<file path="src/rtl/dual_issue_scheduler.sv">
// Dual-issue scheduler between fetch and decode.
// Fetched slots go into a circular queue. Each cycle the two oldest slots issue
// as a pair, or only the oldest issues when the pair has a RAW hazard, a memory
// port conflict, or lane A holds a control-flow instruction.
// Optional: define SCHED_STATS_EN to add the stat_dual / stat_single counters.
module dual_issue_scheduler #(
    parameter int DEPTH = 4,
    parameter int XLEN  = 32
) (
    input  logic                     clk,
    input  logic                     rst,
    input  logic [XLEN-1:0]          in_pc_a,
    input  logic [XLEN-1:0]          in_instr_a,
    input  logic                     in_vld_a,
    input  logic [XLEN-1:0]          in_pc_b,
    input  logic [XLEN-1:0]          in_instr_b,
    input  logic                     in_vld_b,
    output logic                     in_ready,
    input  logic                     ex_stall,
    input  logic                     flush,
    output logic [XLEN-1:0]          out_pc_a,
    output logic [XLEN-1:0]          out_instr_a,
    output logic                     out_vld_a,
    output logic [XLEN-1:0]          out_pc_b,
    output logic [XLEN-1:0]          out_instr_b,
    output logic                     out_vld_b,
    output logic                     split,
    output logic [$clog2(DEPTH):0]   count
`ifdef SCHED_STATS_EN
    ,
    output logic [31:0]              stat_dual,
    output logic [31:0]              stat_single
`endif
);
    localparam int AW = $clog2(DEPTH);
    localparam int CW = AW + 1;

    localparam logic [6:0] OP_LOAD   = 7'b0000011;
    localparam logic [6:0] OP_STORE  = 7'b0100011;
    localparam logic [6:0] OP_BRANCH = 7'b1100011;
    localparam logic [6:0] OP_JAL    = 7'b1101111;
    localparam logic [6:0] OP_JALR   = 7'b1100111;
    localparam logic [6:0] OP_LUI    = 7'b0110111;
    localparam logic [6:0] OP_AUIPC  = 7'b0010111;
    localparam logic [6:0] OP_OP     = 7'b0110011;
    localparam logic [6:0] OP_IMM    = 7'b0010011;

    // Anything outside the decoded set is treated as writing rd and reading both sources.
    function automatic logic f_known(input logic [6:0] op);
        return (op == OP_LOAD) || (op == OP_STORE) || (op == OP_BRANCH) ||
               (op == OP_JAL) || (op == OP_JALR) || (op == OP_LUI) ||
               (op == OP_AUIPC) || (op == OP_OP) || (op == OP_IMM);
    endfunction

    // Only stores and branches lack a destination register.
    function automatic logic f_wr_rd(input logic [6:0] op);
        return !((op == OP_STORE) || (op == OP_BRANCH));
    endfunction

    function automatic logic f_rd_rs1(input logic [6:0] op);
        return !((op == OP_LUI) || (op == OP_AUIPC) || (op == OP_JAL));
    endfunction

    function automatic logic f_rd_rs2(input logic [6:0] op);
        return (op == OP_OP) || (op == OP_STORE) || (op == OP_BRANCH) || !f_known(op);
    endfunction

    function automatic logic f_mem(input logic [6:0] op);
        return (op == OP_LOAD) || (op == OP_STORE);
    endfunction

    logic [XLEN-1:0] r_pc  [DEPTH];
    logic [XLEN-1:0] r_ins [DEPTH];
    logic [AW-1:0]   r_head;
    logic [AW-1:0]   r_tail;
    logic [CW-1:0]   r_count;

    logic [AW-1:0]   w_h1_ptr;
    logic [AW-1:0]   w_tail_b;
    logic            w_push_a;
    logic            w_push_b;
    logic            w_fire;
    logic            w_two;
    logic            w_raw;
    logic            w_mem;
    logic            w_ctl;
    logic            w_haz;
    logic            w_issue_a;
    logic            w_issue_b;

    assign count    = r_count;
    assign in_ready = (r_count <= CW'(DEPTH - 2));

    // B lands right behind A when both are valid, or in A's place when A is empty.
    assign w_push_a = in_ready & in_vld_a & ~flush;
    assign w_push_b = in_ready & in_vld_b & ~flush;
    assign w_tail_b = r_tail + AW'(w_push_a);

    assign w_h1_ptr = r_head + AW'(1);
    assign w_two    = (r_count >= CW'(2));

    // Pair hazards evaluated on h0/h1; only meaningful when two slots are present.
    assign w_raw = f_wr_rd(r_ins[r_head][6:0]) && (r_ins[r_head][11:7] != 5'd0) &&
                   ((f_rd_rs1(r_ins[w_h1_ptr][6:0]) && (r_ins[w_h1_ptr][19:15] == r_ins[r_head][11:7])) ||
                    (f_rd_rs2(r_ins[w_h1_ptr][6:0]) && (r_ins[w_h1_ptr][24:20] == r_ins[r_head][11:7])));
    assign w_mem = f_mem(r_ins[r_head][6:0]) && f_mem(r_ins[w_h1_ptr][6:0]);
    assign w_ctl = (r_ins[r_head][6:0] == OP_BRANCH) || (r_ins[r_head][6:0] == OP_JAL) ||
                   (r_ins[r_head][6:0] == OP_JALR);
    assign w_haz = w_raw | w_mem | w_ctl;

    assign w_fire    = ~ex_stall & ~flush;
    assign w_issue_a = w_fire & (r_count != '0);
    assign w_issue_b = w_fire & w_two & ~w_haz;

    // Slot storage; contents need no reset since count gates every read.
    always_ff @(posedge clk) begin
        if (w_push_a) begin
            r_pc[r_tail]  <= in_pc_a;
            r_ins[r_tail] <= in_instr_a;
        end
        if (w_push_b) begin
            r_pc[w_tail_b]  <= in_pc_b;
            r_ins[w_tail_b] <= in_instr_b;
        end
    end

    // Queue pointers, occupancy and registered issue outputs.
    always_ff @(posedge clk or posedge rst) begin
        if (rst) begin
            r_head      <= '0;
            r_tail      <= '0;
            r_count     <= '0;
            out_pc_a    <= '0;
            out_instr_a <= '0;
            out_vld_a   <= 1'b0;
            out_pc_b    <= '0;
            out_instr_b <= '0;
            out_vld_b   <= 1'b0;
            split       <= 1'b0;
        end else if (flush) begin
            r_head    <= '0;
            r_tail    <= '0;
            r_count   <= '0;
            out_vld_a <= 1'b0;
            out_vld_b <= 1'b0;
            split     <= 1'b0;
        end else begin
            r_tail  <= r_tail + AW'(w_push_a) + AW'(w_push_b);
            r_head  <= r_head + AW'(w_issue_a) + AW'(w_issue_b);
            r_count <= r_count + CW'(w_push_a) + CW'(w_push_b) - CW'(w_issue_a) - CW'(w_issue_b);
            if (w_fire) begin
                out_vld_a <= w_issue_a;
                out_vld_b <= w_issue_b;
                split     <= w_two & w_haz;
                if (w_issue_a) begin
                    out_pc_a    <= r_pc[r_head];
                    out_instr_a <= r_ins[r_head];
                end
                if (w_issue_b) begin
                    out_pc_b    <= r_pc[w_h1_ptr];
                    out_instr_b <= r_ins[w_h1_ptr];
                end
            end
        end
    end

`ifdef SCHED_STATS_EN
    // Issue statistics; stalled edges are not counted.
    always_ff @(posedge clk or posedge rst) begin
        if (rst) begin
            stat_dual   <= '0;
            stat_single <= '0;
        end else if (flush) begin
            stat_dual   <= '0;
            stat_single <= '0;
        end else if (w_fire) begin
            stat_dual   <= stat_dual + 32'(w_issue_b);
            stat_single <= stat_single + 32'(w_two & w_haz);
        end
    end
`endif

endmodule

</file>
<file path="config.mk">
export PLATFORM = sky130hd
export DESIGN_NAME = dual_issue_scheduler
export DESIGN_NICKNAME = d
export VERILOG_FILES = /design/src/rtl/dual_issue_scheduler.sv
export SDC_FILE = /design/constraint.sdc
export NUM_CORES = 1
export LEC_CHECK = 0
export CAP_MARGIN = 15
export CORE_ASPECT_RATIO = 2
export CORE_MARGIN = 2
export CORE_UTILIZATION = 60
export CTS_CLUSTER_SIZE = 20
export DETAILED_ROUTE_END_ITERATION = 10
export GPL_ROUTABILITY_DRIVEN = 0
export PLACE_DENSITY = 0.86
export SYNTH_ARGS = -nofsm -noshare
export SYNTH_HDL_FRONTEND = slang
export SYNTH_SLANG_ARGS = --single-unit
</file>
<file path="constraint.sdc">
create_clock -name clk -period 10.8 [get_ports clk]
set_input_delay 2.16 -clock clk [delete_from_list [all_inputs] [get_ports clk]]
set_output_delay 2.16 -clock clk [all_outputs]
set_load 0.1 [all_outputs]
</file>
==> results of run 1 <==
-- stage by stage --
step	instance area [um^2]	hold WS (ns)	instances
3_3_place_gp	22600	0.462	1712
4_1_cts	23700	0.483	1776
5_1_grt	23700	0.518	1779
2_1_floorplan	19500	0.684	1073
3_5_place_dp	22600	0.468	1712
6_report	23700	0.477	1779
-- cells in the final DEF, fill, tap and decap left out, types with 3 or more instances in the layout --
cell,instances
nor2_1,7
xnor2_1,9
dfrtp_1,136
fa_1,3
o21ai_0,3
ha_1,4
nand2_1,11
edfxtp_1,256
diode_2,3
nand3_1,3
mux4_2,126
mux2_2,357
o21ai_4,4
xor2_1,7
clkbuf_8,8
nor2b_1,5
clkdlybuf4s50_1,268
inv_1,10
clkinv_2,5
clkbuf_1,10
clkbuf_16,38
mux2_4,27
buf_4,15
-- worst max-delay path: cells and delay by family --
family,cells,cell delay (ns)
XOR/XNOR,1,0.48
buffers and inverters,2,1.35
AND/OR/NAND/NOR,3,1.18
AO/OA/AOI/OAI,1,0.32
adder cells (fa/ha/maj),1,0.26
-- worst paths after layout --
check | slack, ns | cells after the start | start | endpoint
worst max-delay path | 5.08 | 8 | flush | r_pc[2][19]$_DFFE_PP_
worst min-delay path | 0.48 | 2 | out_instr_a[3]$_DFFE_PP0P_ | out_instr_a[3]$_DFFE_PP0P_
min in group asynchronous | 2.07 | 2 | rst | out_instr_a[23]$_DFFE_PP0P_
max in group asynchronous | 7.08 | 4 | rst | r_head[0]$_DFF_PP0_
worst max register to register | 5.24 | 12 | r_head[0]$_DFF_PP0_ | r_head[1]$_DFF_PP0_
worst min register to register | 0.48 | 2 | out_instr_a[3]$_DFFE_PP0P_ | out_instr_a[3]$_DFFE_PP0P_
-- flip-flops by register name (all words and copies together) (netlist names) --
name,flops
out_vld_b,1
split,1
out_instr_a,32
r_head,2
out_instr_b,32
out_pc_a,32
out_vld_a,1
r_pc,128
r_tail,2
r_ins,128
out_pc_b,32
count,3
-- Yosys cell counts (3+ instances only) --
master	n
mux4_2	126
fa_1	3
dfrtp_1	138
clkbuf_1	48
nor2b_1	5
nor2_1	7
nand2_1	13
buf_4	3
buf_1	9
mux2_4	27
ha_1	4
buf_2	6
mux2_2	357
edfxtp_1	256
xor2_1	7
o21ai_0	7
nand3_1	5
xnor2_1	9
inv_1	11
-- layout make-up --
cell class              instances  area [um^2]
flip-flops and latches        394        11100
fillers                      1993         8390
multi-input cells             597         8030
repair buffers                283         2800
clock buffers                  56         1100
well taps                     427          534
clock inverters                 8         67.6
inverters                      11         46.3
diodes                          3         7.51
-- cell families (layout without fill, tap and decap cells) --
kind of cell / Yosys count / count (layout) / share of synthesized area [%]
compound gates: 15 / 15 / 0.521
xor+xnor: 16 / 16 / 0.720
fa+ha+maj: 7 / 7 / 0.566
buf+inv: 82 / 358 / 2.00
flops: 394 / 394 / 57.2
mux: 514 / 514 / 37.7
other cells: 0 / 3 / 0
simple gates: 45 / 45 / 1.25
-- per-layer routing --
metal / wire [um] / vias to the layer above / track usage [%]
li1: - / 4793 / -
met1: 16300 / 5973 / 30.8
met2: 26800 / 423 / 53.3
met3: 2220 / 118 / 3.89
met4: 2860 / 2 / 16.2
met5: 11 / - / 0
==> impl_metrics.env, run 1 <==
export IMPL_status="completed"
export IMPL_crit_slowest_cell="buf_4"
export IMPL_drc=0
export IMPL_grt_max_degree=68
export IMPL_synthCells=1073
export IMPL_cts_setup_buffers=0
export IMPL_start_kind="input pin"
export IMPL_tightest_slew_ns=1.13
export IMPL_drtIter0Drc=870
export IMPL_finalSetupViolCount=0
export IMPL_syn_to_final_growth_pct=21.9
export IMPL_ios=269
export IMPL_root_buffer="clkbuf_16"
export IMPL_netlist_area_leader_share_pct=39.5
export IMPL_vias_per_cell=6.36
export IMPL_cts_resized=0
export IMPL_drtAntennaViolNets=0
export IMPL_cts_hold_buf=0
export IMPL_track_usage_pct=28.5
export IMPL_dieArea_mm2=0.0340
export IMPL_start_util_pct=60.6
export IMPL_worst_setup_path_end_kind="register"
export IMPL_maxSlewHeadroom_pct=24.3
export IMPL_firstDrtPassIters=5
export IMPL_h_tree_depth=2
export IMPL_rows=93
export IMPL_cp_data_required_time_ns=10.95
export IMPL_clock_sinks=394
export IMPL_antenna_found_initial=4
export IMPL_port_buffers=268
export IMPL_grt_pass1_vias=12300
export IMPL_drt_wl_total_um=48200
export IMPL_rsz0062_at_grt="false"
export IMPL_crit_type="in -> reg"
export IMPL_yosysWarnings=0
export IMPL_ys_ff_latch=394
export IMPL_synth_area_leaders="edfxtp_1 (40%), mux2_2 (21%), dfrtp_1 (18%), mux4_2 (15%), mux2_4 (2.1%)"
export IMPL_avgRoutedWirePerCell_um=27.1
export IMPL_die_w_um=131
export IMPL_cp_max_fo=65
export IMPL_clock_path_buffers=3
export IMPL_fin_skew_ns=0.0130
export IMPL_cp_cell_sequence="clkdlybuf4s50_1, nor2b_1, and2_1, ha_1, xor2_1, nand2_4, o21ai_4, buf_4"
export IMPL_insertion_delay_ns=0.53
export IMPL_cts_tree="done"
export IMPL_tns_ns=0
export IMPL_hold_viol=0
export IMPL_synth_cell_types=42
export IMPL_pre_cts_slack_ns=4.55
export IMPL_num_nets_final=1464
export IMPL_ys_seq_area_share_pct=57.2
export IMPL_dpl_hpwl_um=31400
export IMPL_cpPeakStageDelay_ns=0.75
export IMPL_period_minus_slack_ns=5.72
export IMPL_fmax_mhz=175
export IMPL_arrival_ns=5.87
export IMPL_synth_edf_count=256
export IMPL_cts_buffers_inserted=36
export IMPL_setup_ws_ns=5.08
export IMPL_die_h_um=259
export IMPL_grt_pass1_wl_um=72900
export IMPL_overflow=0
export IMPL_drive_above_1_share_pct=44.1
export IMPL_max_cap_violations=0
export IMPL_min_path_type="reg -> reg"
export IMPL_syn_avg_cell_area_um2=18.1
export IMPL_vias=11300
export IMPL_maxSlewViolCount=0
export IMPL_netlist_area_mm2=0.0195
export IMPL_coreArea_mm2=0.0321
export IMPL_final_util_pct=73.9
export IMPL_syn_nets=1214
export IMPL_timing_final_crit_share_pct=53.0
export IMPL_ys_flop_type="edfxtp_1"
export IMPL_ys_async_sr_fraction_pct=35.0
export IMPL_clkTransAtPathRegs_ns=0.06
export IMPL_yosysTopAreaCell="edfxtp_1"
Power of run 1 is not shown: default switching activity piles up to over one toggle a cycle in this logic, so the estimate is an artifact.
==> inputs of run 2 (changes only) <==
- CORE_UTILIZATION: 60 -> 50
- PLACE_DENSITY: 0.86 -> 0.77
- clock period: 10.8 -> 5.1 ns (I/O delays scaled with it)
==> impl_metrics.env, run 2 (synthesis results as in run 1) <==
export IMPL_status="completed"
export IMPL_top_layer_used="met5"
export IMPL_cpPeakStageDelay_ns=0.79
export IMPL_cp_max_fo=31
export IMPL_insertion_delay_ns=0.53
export IMPL_firstDrtPassIters=5
export IMPL_grt_pass1_wl_um=74100
export IMPL_pre_cts_slack_ns=0.611
export IMPL_rrSetupSlack_ns=0.64
export IMPL_maxSlewViolCount=0
export IMPL_wirelength_met1_um=17500
export IMPL_worst_setup_path_end_kind="register"
export IMPL_dieArea_mm2=0.0406
export IMPL_final_cells=1882
export IMPL_hold_viol=0
export IMPL_cts_resized=0
export IMPL_cts_hold_buf=0
export IMPL_overflow=0
export IMPL_cts_setup_buffers=0
export IMPL_fin_area_mm2=0.0240
export IMPL_layout_commonest_cell="mux2_2"
export IMPL_drt_wl_total_um=48800
export IMPL_crit_slowest_cell="dfrtp_4"
export IMPL_coreArea_mm2=0.0385
export IMPL_timing_final_crit_share_pct=87.4
export IMPL_start_kind="register"
export IMPL_h_tree_depth=2
export IMPL_arrival_ns=4.85
export IMPL_track_usage_pct=24.5
export IMPL_die_h_um=283
export IMPL_port_buffers=268
export IMPL_fmax_mhz=224
export IMPL_ios=269
export IMPL_finalSetupViolCount=0
export IMPL_max_cap_violations=0
export IMPL_top_regs="r_ins: 128 flops, r_pc: 128 flops"
export IMPL_dpl_hpwl_um=31300
export IMPL_dp_cells=1815
export IMPL_rsz0062_at_grt="false"
export IMPL_clock_sinks=394
export IMPL_rows=102
export IMPL_cp_num_buf_inv=2
export IMPL_cts_buffers_inserted=36
export IMPL_tns_ns=0
export IMPL_clkTransAtPathRegs_ns=0.06
export IMPL_avgRoutedWirePerCell_um=26.0
export IMPL_power_density_mw_per_mm2=673
export IMPL_drtAntennaViolNets=0
export IMPL_layout_common_cells="mux2_2 (357), clkdlybuf4s50_1 (268), edfxtp_1 (256), dfrtp_1 (136), mux4_2 (126)"
export IMPL_route_met3_wl_um=2560
export IMPL_antenna_found_initial=5
export IMPL_holdPathEnd="out_vld_b$_DFFE_PP0P_"
export IMPL_ir_worst_vdd_mv=0.620
export IMPL_root_buffer="clkbuf_16"
export IMPL_fillCellCount=2862
export IMPL_syn_to_final_growth_pct=23.2
export IMPL_period_minus_slack_ns=4.46
export IMPL_cp_data_required_time_ns=5.49
export IMPL_grt_max_degree=89
export IMPL_tightest_slew_ns=1.10
export IMPL_crit_type="reg -> reg"
export IMPL_grt_pass1_vias=12500
export IMPL_power_leakage_nw=8.52
export IMPL_vias_per_cell=5.91
export IMPL_drc=0
export IMPL_die_w_um=144
export IMPL_r2r_end="count[1]$_DFF_PP0_"
export IMPL_min_path_cells=2
export IMPL_maxSlewHeadroom_pct=26.5
export IMPL_setup_ws_ns=0.643
export IMPL_critPathTopFamily="adder cells"
export IMPL_vias=11100
export IMPL_drive_above_1_share_pct=44.3
export IMPL_num_nets_final=1474
export IMPL_min_path_type="reg -> reg"
export IMPL_start_util_pct=50.5
export IMPL_fin_skew_ns=0.0176
export IMPL_reg2reg_depth=12
export IMPL_hold_start="out_vld_b$_DFFE_PP0P_"
export IMPL_clock_path_buffers=3
export IMPL_wl_met2_um=27200
export IMPL_cp_cell_sequence="mux4_1, or2_1, a2111oi_0, nor4_1, a211oi_2, nand2b_4, fa_1, inv_1, fa_1, inv_1, ha_1, nor2b_1"
export IMPL_drtIter0Drc=518
export IMPL_cts_tree="done"
export IMPL_regToRegStartpoint="r_head[0]$_DFF_PP0_"
export IMPL_post_dp_cell_area_mm2=0.0229
run 2: changes by cell type in the layout (fill, tap and decap cells not counted), sizes merged:
cell    change
buf        +10
bufinv      -1
clkbuf      -1
clkinv      +1
diode       +1
run 2: worst max-delay path by stage:
stage	startpoint	endpoint	cells past startpoint
floorplan	rst	count[0]$_DFF_PP0_	1
global placement	r_head[0]$_DFF_PP0_	count[1]$_DFF_PP0_	12
detailed placement	r_head[0]$_DFF_PP0_	count[1]$_DFF_PP0_	12
CTS	r_head[0]$_DFF_PP0_	count[1]$_DFF_PP0_	12
global route	r_head[0]$_DFF_PP0_	count[2]$_DFF_PP0_	13
finish	r_head[0]$_DFF_PP0_	count[1]$_DFF_PP0_	12
run 2: routing by layer:
metal | up-vias | track usage (%)
met5 | - | 0
met4 | 2 | 9.19
met3 | 90 | 3.90
met2 | 359 | 45.6
met1 | 5862 | 27.8
li1 | 4817 | -
run 2: stage by stage:
stage	hold WS [ns]	power [W]	utilization (%)
3_5_place_dp	0.468	0.0137	59.3
3_3_place_gp	0.468	0.0136	59.3
5_1_grt	0.515	0.0167	62.2
4_1_cts	0.483	0.0163	62.2
2_1_floorplan	0.684	0.0114	-
6_report	0.483	0.0161	62.2
run 2: final cells by class:
| class | count | area, um^2 | share of cell area (%) |
|---|---|---|---|
| timing repair buffer | 293 | 3000 | 12.5 |
| multi-input combinational | 597 | 8030 | 33.5 |
| inverter | 11 | 46.3 | 0.193 |
| sequential | 394 | 11100 | 46.5 |
| antenna | 4 | 10.0 | 0.0418 |
| tap | 520 | 651 | 2.71 |
| clock buffer | 55 | 1040 | 4.35 |
| clock inverter | 8 | 41.3 | 0.172 |
run 2: report_power, final:
group | switching (W) | total (W) | internal, W
Combinational | 0.00577 | 0.00852 | 0.00275
Sequential | 0.000609 | 0.00504 | 0.00443
Clock | 0.00116 | 0.00257 | 0.00141
run 2: worst min-delay path: cells and delay by family (launching register included):
family	cells	cell delay, ns
flops	1	0.34
simple gates	2	0.11
(Power assumes the default switching activity.)
==> inputs of run 3 (changes only) <==
- CELL_PAD_IN_SITES_DETAIL_PLACEMENT: unset -> 1
- CELL_PAD_IN_SITES_GLOBAL_PLACEMENT: unset -> 2
- CORE_UTILIZATION: 50 -> 37
- CTS_CLUSTER_DIAMETER: unset -> 30
- GPL_TIMING_DRIVEN: unset -> 0
- PLACE_DENSITY: 0.77 -> unset
- PLACE_DENSITY_LB_ADDON: unset -> 0.1
==> impl_metrics.env, run 3 (synthesis results as in run 1) <==
export IMPL_start_kind="register"
export IMPL_tightest_slew_ns=1.13
export IMPL_drive_above_1_share_pct=44.8
export IMPL_maxSlewViolCount=0
export IMPL_hold_start="split$_DFFE_PP0P_"
export IMPL_cp_cell_sequence="buf_6, buf_2, buf_2, mux4_2, xnor2_1, nand3_1, nor4_1, a211oi_2, buf_4, nand2b_4, buf_8, buf_8, fa_1, inv_1, fa_1, inv_1, ha_1, nor2b_1"
export IMPL_status="completed"
export IMPL_cts_tree="done"
export IMPL_crit_type="reg -> reg"
export IMPL_syn_to_final_growth_pct=32.2
export IMPL_arrival_ns=5.28
export IMPL_start_util_pct=37.6
export IMPL_maxSlewHeadroom_pct=24.7
export IMPL_insertion_delay_ns=0.58
export IMPL_cts_buffers_inserted=70
export IMPL_finalSetupViolCount=0
export IMPL_antenna_found_initial=10
export IMPL_max_cap_violations=0
export IMPL_die_h_um=328
export IMPL_top_regs="r_ins: 128 flops, r_pc: 128 flops"
export IMPL_rrSetupSlack_ns=0.25
export IMPL_clock_sinks=394
export IMPL_port_buffers=267
export IMPL_grt_max_degree=73
export IMPL_reg2reg_depth=18
export IMPL_ir_worst_vdd_mv=0.635
export IMPL_fmax_mhz=206
export IMPL_report_power_total_w=0.0186
export IMPL_period_minus_slack_ns=4.85
export IMPL_clkTransAtPathRegs_ns=0.05
export IMPL_ios=269
export IMPL_crit_start="r_head[0]$_DFF_PP0_"
export IMPL_timing_final_crit_share_pct=95.0
export IMPL_die_w_um=166
export IMPL_layout_commonest_cell="mux2_2"
export IMPL_root_buffer="clkbuf_16"
export IMPL_rows=118
export IMPL_r2r_end="count[1]$_DFF_PP0_"
export IMPL_num_nets_final=1572
export IMPL_avgRoutedWirePerCell_um=28.8
export IMPL_firstDrtPassIters=4
export IMPL_cp_max_fo=10
export IMPL_n_antenna_cell=0
export IMPL_coreArea_mm2=0.0518
export IMPL_dp_cells=2016
export IMPL_dpl_hpwl_um=43900
export IMPL_min_path_type="reg -> reg"
export IMPL_h_tree_depth=3
export IMPL_clock_path_buffers=3
export IMPL_dieArea_mm2=0.0546
export IMPL_setup_ws_ns=0.254
export IMPL_power_density_mw_per_mm2=722
export IMPL_drtIter0Drc=529
export IMPL_vias=11700
export IMPL_drtAntennaViolNets=0
export IMPL_overflow=0
export IMPL_tns_ns=0
export IMPL_pre_cts_slack_ns=-0.297
export IMPL_hold_viol=0
export IMPL_cp_data_required_time_ns=5.53
export IMPL_crit_slowest_cell="dfrtp_1"
export IMPL_track_usage_pct=22.7
export IMPL_drt_wl_total_um=61700
export IMPL_cts_hold_buf=0
export IMPL_hold_ws_ns=0.485
export IMPL_layout_common_cells="mux2_2 (357), clkdlybuf4s50_1 (267), edfxtp_1 (256), dfrtp_1 (138), mux4_2 (126)"
export IMPL_vias_per_cell=5.47
export IMPL_rsz0062_at_grt="false"
export IMPL_grt_pass1_wl_um=90200
export IMPL_power_leakage_nw=9.25
export IMPL_regToRegStartpoint="r_head[0]$_DFF_PP0_"
export IMPL_cpPeakStageDelay_ns=0.54
export IMPL_cp_endpoint="count[1]$_DFF_PP0_"
export IMPL_worst_setup_path_end_kind="register"
export IMPL_drc=0
export IMPL_fin_skew_ns=0.0208
export IMPL_final_cells=2144
export IMPL_grt_pass1_vias=13400
## run 3: what timing repair did
action                                  4_1_cts  5_1_grt
endpoints found under the setup margin        3        0
endpoints found under the hold margin         0        0
buffers inserted                              1        0
gates resized for setup                       1        0
## run 3: critical path, delay by kind of cell, from the launching register on
kind                     cells  cell delay (ns)
multiplexers                 1             0.50
flip-flops                   1             0.54
AND/OR/NAND/NOR              4             0.42
XOR/XNOR                     1             0.17
AO/OA/AOI/OAI                1             0.22
adder cells (fa/ha/maj)      3             1.12
buffers and inverters        8             1.70
## run 3: area by class of cell
class	instances	area (um^2)
Fill cell	4882	26100
Sequential cell	394	11100
Multi-Input combinational cell	597	7980
Timing Repair Buffer	286	3080
Clock buffer	85	1900
Tap cell	660	826
Clock inverter	40	412
Buffer	71	349
Inverter	11	48.8
## run 3: power breakdown
group / internal, W / switching (W) / total, W / leakage (nW)
Clock: 0.00297 / 0.00166 / 0.00463 / 1.11
Sequential: 0.00444 / 0.000526 / 0.00496 / 4.00
Combinational: 0.00291 / 0.00609 / 0.00900 / 4.13
Total: 0.0103 / 0.00828 / 0.0186 / 9.25
## run 3: metrics by stage
stage | utilization [%] | instance area [um^2]
finish | 49.7 | 25700
global route | 49.7 | 25700
CTS | 49.6 | 25700
detailed placement | 45.1 | 23400
global placement | 44.3 | 23000
floorplan | - | 19500
## run 3: how the worst min path moves through the flow
stage                                             end  slack, ns  cells after the start
after detailed placement            split$_DFFE_PP0P_       0.47                      2
after floorplan           out_instr_b[11]$_DFFE_PP0P_       0.68                      2
after global routing      out_instr_b[22]$_DFFE_PP0P_       0.52                      1
after global placement              split$_DFFE_PP0P_       0.47                      2
final                               split$_DFFE_PP0P_       0.49                      2
after CTS                           split$_DFFE_PP0P_       0.48                      2
## run 3: per-layer routing
metal  part of all wire (%)  track usage, %  wire (um)  vias to the layer above
met5                   0.21               0        127                        -
met4                    2.3            6.75       1410                       20
met3                    5.5            5.53       3420                      111
met2                     56            44.3      34700                      352
met1                     36            23.9      22100                     6221
li1                       -               -          -                     5030
==> variant 1 (settings of run 3) <==
The parameter `XLEN` goes from 32 to 40.
--- a/src/rtl/dual_issue_scheduler.sv
+++ b/src/rtl/dual_issue_scheduler.sv
@@ -6,5 +6,5 @@
 module dual_issue_scheduler #(
     parameter int DEPTH = 4,
-    parameter int XLEN  = 32
+    parameter int XLEN  = 40
 ) (
     input  logic                     clk,
Interface: changed (8 resized); port bits go from 269 to 333. No check against the original RTL was run, so the function may have changed too.
==> variant 1 against run 3 <==
- clock power rose by 38%
- utilization rose by 0.67 points
- total power rose by 28%
- area after synthesis rose by 24%
- combinational power rose by 24%
- routed wire length rose by 26%
- cell area rose by 27%
- setup slack improved by 0.11 ns
- clock skew rose by 0.0016 ns
- sequential cell count rose by 96
- worst hold slack improved by 0.014 ns
==> variant 1: results (changes against run 3) <==
Run status
  • Outcome: complete, no violations (unchanged)

Hold path
  • Worst Hold Path EP: out_vld_b (was split)
  • Min-Delay Startpoint: out_vld_b (was split)

CTS
  • Worst-Skew Late Latency: 0.63 ns (was 0.58 ns)

Timing
  • Worst setup skew after layout: 0.0224 ns (was 0.0208 ns)

Detailed routing
  • Routed len/inst: 28.5 um (was 28.8 um)
  • Wire length on met3: 5690 um (was 3420 um)
  • DR iter-0 viols: 591 (was 529)
  • WL met2: 43600 um (was 34700 um)

Final layout
  • #MultiIn Comb: 729 (was 597)
  • Final #Nets: 1950 (was 1572)
  • Buffering overhead: 0.135 (was 0.133)
  • Largest regs: r_ins x160, r_pc x160 (was r_ins x128, r_pc x128)
  • Non-clock buffer count: 449 (was 357)
  • Layout cell share with drive strength beyond 1: 0.463 (was 0.448)
  • Clock buf count: 109 (was 85)

GRT
  • GRT Resource Usage Total: 0.236 (was 0.227)
  • Global Route met2 Usage: 0.448 (was 0.443)

Yosys
  • Area contributors post-synth: edfxtp_1 (40%), mux2_2 (19%), dfrtp_1 (18%) (was edfxtp_1 (40%), mux2_2 (21%), dfrtp_1 (18%))
  • Post-synthesis sequential area ratio: 0.573 (was 0.572)
  • Synth Cell Area: 24200 um2 (was 19500 um2)
  • Synth unique cells: 38 (was 42)
  • Post-synth EDFFs: 320 (was 256)

Place
  • Area after DPL: 29200 um2 (was 23400 um2)
  • IO Port Bufs: 331 (was 267)
  • Placed Instances: 2547 (was 2016)

Power and ir drop
  • Power Total: 23.8 mW (was 18.6 mW)

Worst setup path
  • Reg2reg setup slack: 0.36 ns (was 0.25 ns)
variant 1: kinds of logic after synthesis:
| group | Yosys count | share of synthesized area |
|---|---|---|
| AND/OR/NAND/NOR | 47 | 0.0101 |
| adder cells (fa/ha/maj) | 7 | 0.00455 |
| multiplexers | 640 | 0.382 |
| XOR/XNOR | 16 | 0.00580 |
| buffers and inverters | 99 | 0.0188 |
| AO/OA/AOI/OAI | 19 | 0.00492 |
| flip-flops | 490 | 0.573 |
variant 1: how the worst max path moves through the flow:
stage / end / start / cells past startpoint / slack [ns]
after floorplan: r_ins[0][0] / count[2] / 5 / -0.45
after global placement: r_pc[3][36] / flush / 5 / -2.40
after detailed placement: count[2] / flush / 12 / -0.21
after CTS: count[2] / r_head[1] / 17 / 0.07
after global routing: count[2] / r_head[1] / 18 / 0.12
final: count[2] / r_head[1] / 18 / 0.36
variant 1: timing repair:
item,CTS,global route
endpoints found under the hold margin,0,0
gates resized for setup,3,1
setup buffers,0,1
endpoints found under the setup margin,2,2
pin swaps,0,1
==> variant 2 (flow settings as in run 3) <==
Made on the original files. Register the output `count` once more, with the module's reset; this adds one clock of latency there. The other outputs are not delayed to match.
--- a/src/rtl/dual_issue_scheduler.sv
+++ b/src/rtl/dual_issue_scheduler.sv
@@ -89,5 +89,11 @@
     logic            w_issue_b;
 
-    assign count    = r_count;
+    always_ff @(posedge clk or posedge rst) begin
+        if (rst) begin
+            count <= '0;
+        end else begin
+            count <= r_count;
+        end
+    end
     assign in_ready = (r_count <= CW'(DEPTH - 2));
 
Check against the original RTL: not equivalent (a bounded check fails within 4 cycles, from zero or initial values and one cycle with rst high).
==> variant 2 against run 3 <==
- worst hold slack worse by 0.0034 ns
- cell area shrank 0.74%
- sequential share of layout area grew 0.62 points
- setup slack worse by 0.025 ns
- largest cell class unchanged
- die area is essentially flat
- first-iteration DRC count rose by 0.19%
- synthesized cell count barely moved
- clock power down 5.0%
- sequential cell count is 3 higher
- count of clock-buffer cells in the layout is 9 lower
- area after synthesis about the same
- non-clock buffer count decreased by 3
- total power shrank 1.4%
- critical endpoint is now r_ins[0][5]
- routed wire length is 0.62% lower
==> variant 2: results (changes against run 3) <==
Run status
  • Outcome: complete, no violations (unchanged)

Worst setup path
  • Worst r2r dst: r_count[1] (was count[1])
  • Cells on worst reg2reg path: 17 (was 18)
  • Reg2reg setup slack: 0.31 ns (was 0.25 ns)

Detailed routing
  • Drt via density: 5.42 (was 5.47)
  • Routed len/inst: 28.7 um (was 28.8 um)
  • DR iter-0 viols: 530 (was 529)
  • Drt first pass iters: 6 (was 4)

GRT
  • GR Util met1: 0.234 (was 0.239)
  • Largest net degree at the start of global routing: 87 (was 73)
  • Antenna violations before repair: 8 (was 10)
  • Vias in the first global route: 13400 (about the same)
  • GRT Resource Usage Total: 0.226 (was 0.227)
  • Wire length of the first global-routing pass: 89600 um (was 90200 um)

Yosys
  • Multiplexer share of the synthesized area: 0.376 (was 0.377)
  • Synthesis-stage register bit count: 397 (was 394)
  • Xor/xnor cell area share of the yosys netlist: 0.00674 (was 0.00720)
  • Post-synth net total: 1213 (was 1214)
  • Ys async rst share: 0.355 (was 0.350)
  • Post-synthesis sequential area ratio: 0.576 (was 0.572)
  • Commonest cells in the synthesized netlist: mux2_2 (354), edfxtp_1 (256), dfrtp_1 (141) (was mux2_2 (357), edfxtp_1 (256), dfrtp_1 (138))
  • Post-synthesis compound-gate area fraction: 0.00450 (was 0.00521)
  • Adder-cell share of the synthesized area: 0.00565 (was 0.00566)
  • Area contributors post-synth: edfxtp_1 (39%), mux2_2 (20%), dfrtp_1 (18%) (was edfxtp_1 (40%), mux2_2 (21%), dfrtp_1 (18%))

Final layout
  • Area occupied by multi-input gates: 7930 um2 (was 7980 um2)
  • FF+latch area: 11200 um2 (was 11100 um2)
  • Layout inverter count without the clock tree: 12 (was 11)
  • P&R area growth vs syn: 31.1% (was 32.2%)
  • Clock buf count: 76 (was 85)
  • Buffering overhead: 0.130 (was 0.133)
  • Non-clock buffer count: 354 (was 357)
  • Antenna cells: 4 (was 0)
  • Final #Nets: 1558 (was 1572)
  • # fillers: 5011 (was 4882)
  • #MultiIn Comb: 591 (was 597)
  • Final clock-cell share: 0.0849 (was 0.0898)

Hold path
  • Worst Hold Path EP: out_vld_a (was split)
  • Min-Delay Startpoint: out_vld_a (was split)

Place
  • DPL Wire Length: 44000 um (was 43900 um)
  • Pre-CTS setup slack: -0.504 ns (was -0.297 ns)
  • Placed Instances: 2019 (was 2016)
  • IO Port Bufs: 268 (was 267)
  • Area after DPL: 23300 um2 (was 23400 um2)

CTS
  • Worst-Skew Late Latency: 0.63 ns (was 0.58 ns)
  • CTS resizes: 0 (was 1)
  • H-tree Lvls: 2 (was 3)
  • Postcts setup bufs: 0 (was 1)
  • CTS buffer count: 61 (was 70)

Timing
  • Worst setup skew after layout: 0.0268 ns (was 0.0208 ns)
  • WHS: 0.482 ns (was 0.485 ns)
  • Max-slew headroom: 0.253 (was 0.247)

Power and ir drop
  • Clk power: 4.40 mW (was 4.63 mW)
  • Comb power frac: 0.487 (was 0.484)
  • Sw frac: 0.449 (was 0.445)
  • Int Power: 10.1 mW (was 10.3 mW)
  • Max rail drop VDD: 0.531 mV (was 0.635 mV)
variant 2: worst max-delay path by stage:
stage | slack (ns) | to | start | depth (start not counted)
after floorplan | 0.18 | r_ins[1][0] | r_count[1] | 11
after global placement | -3.07 | r_pc[1][24] | flush | 11
after detailed placement | -0.50 | r_pc[1][14] | flush | 12
after CTS | 0.06 | r_count[1] | r_head[0] | 16
after global routing | 0.0006 | r_ins[0][8] | flush | 14
final | 0.23 | r_ins[0][5] | flush | 14
variant 2: worst max-delay path: cells and delay by family:
family                   cells  cell delay (ns)
XOR/XNOR                     1             0.37
AND/OR/NAND/NOR              3             0.54
buffers and inverters        8             2.76
adder cells (fa/ha/maj)      1             0.19
AO/OA/AOI/OAI                1             0.33
variant 2: per-layer routing:
metal  share of wire  wire length [um]
met1            0.35             21300
met2            0.56             34300
met3           0.052              3220
met4           0.039              2370
met5         0.00098                60
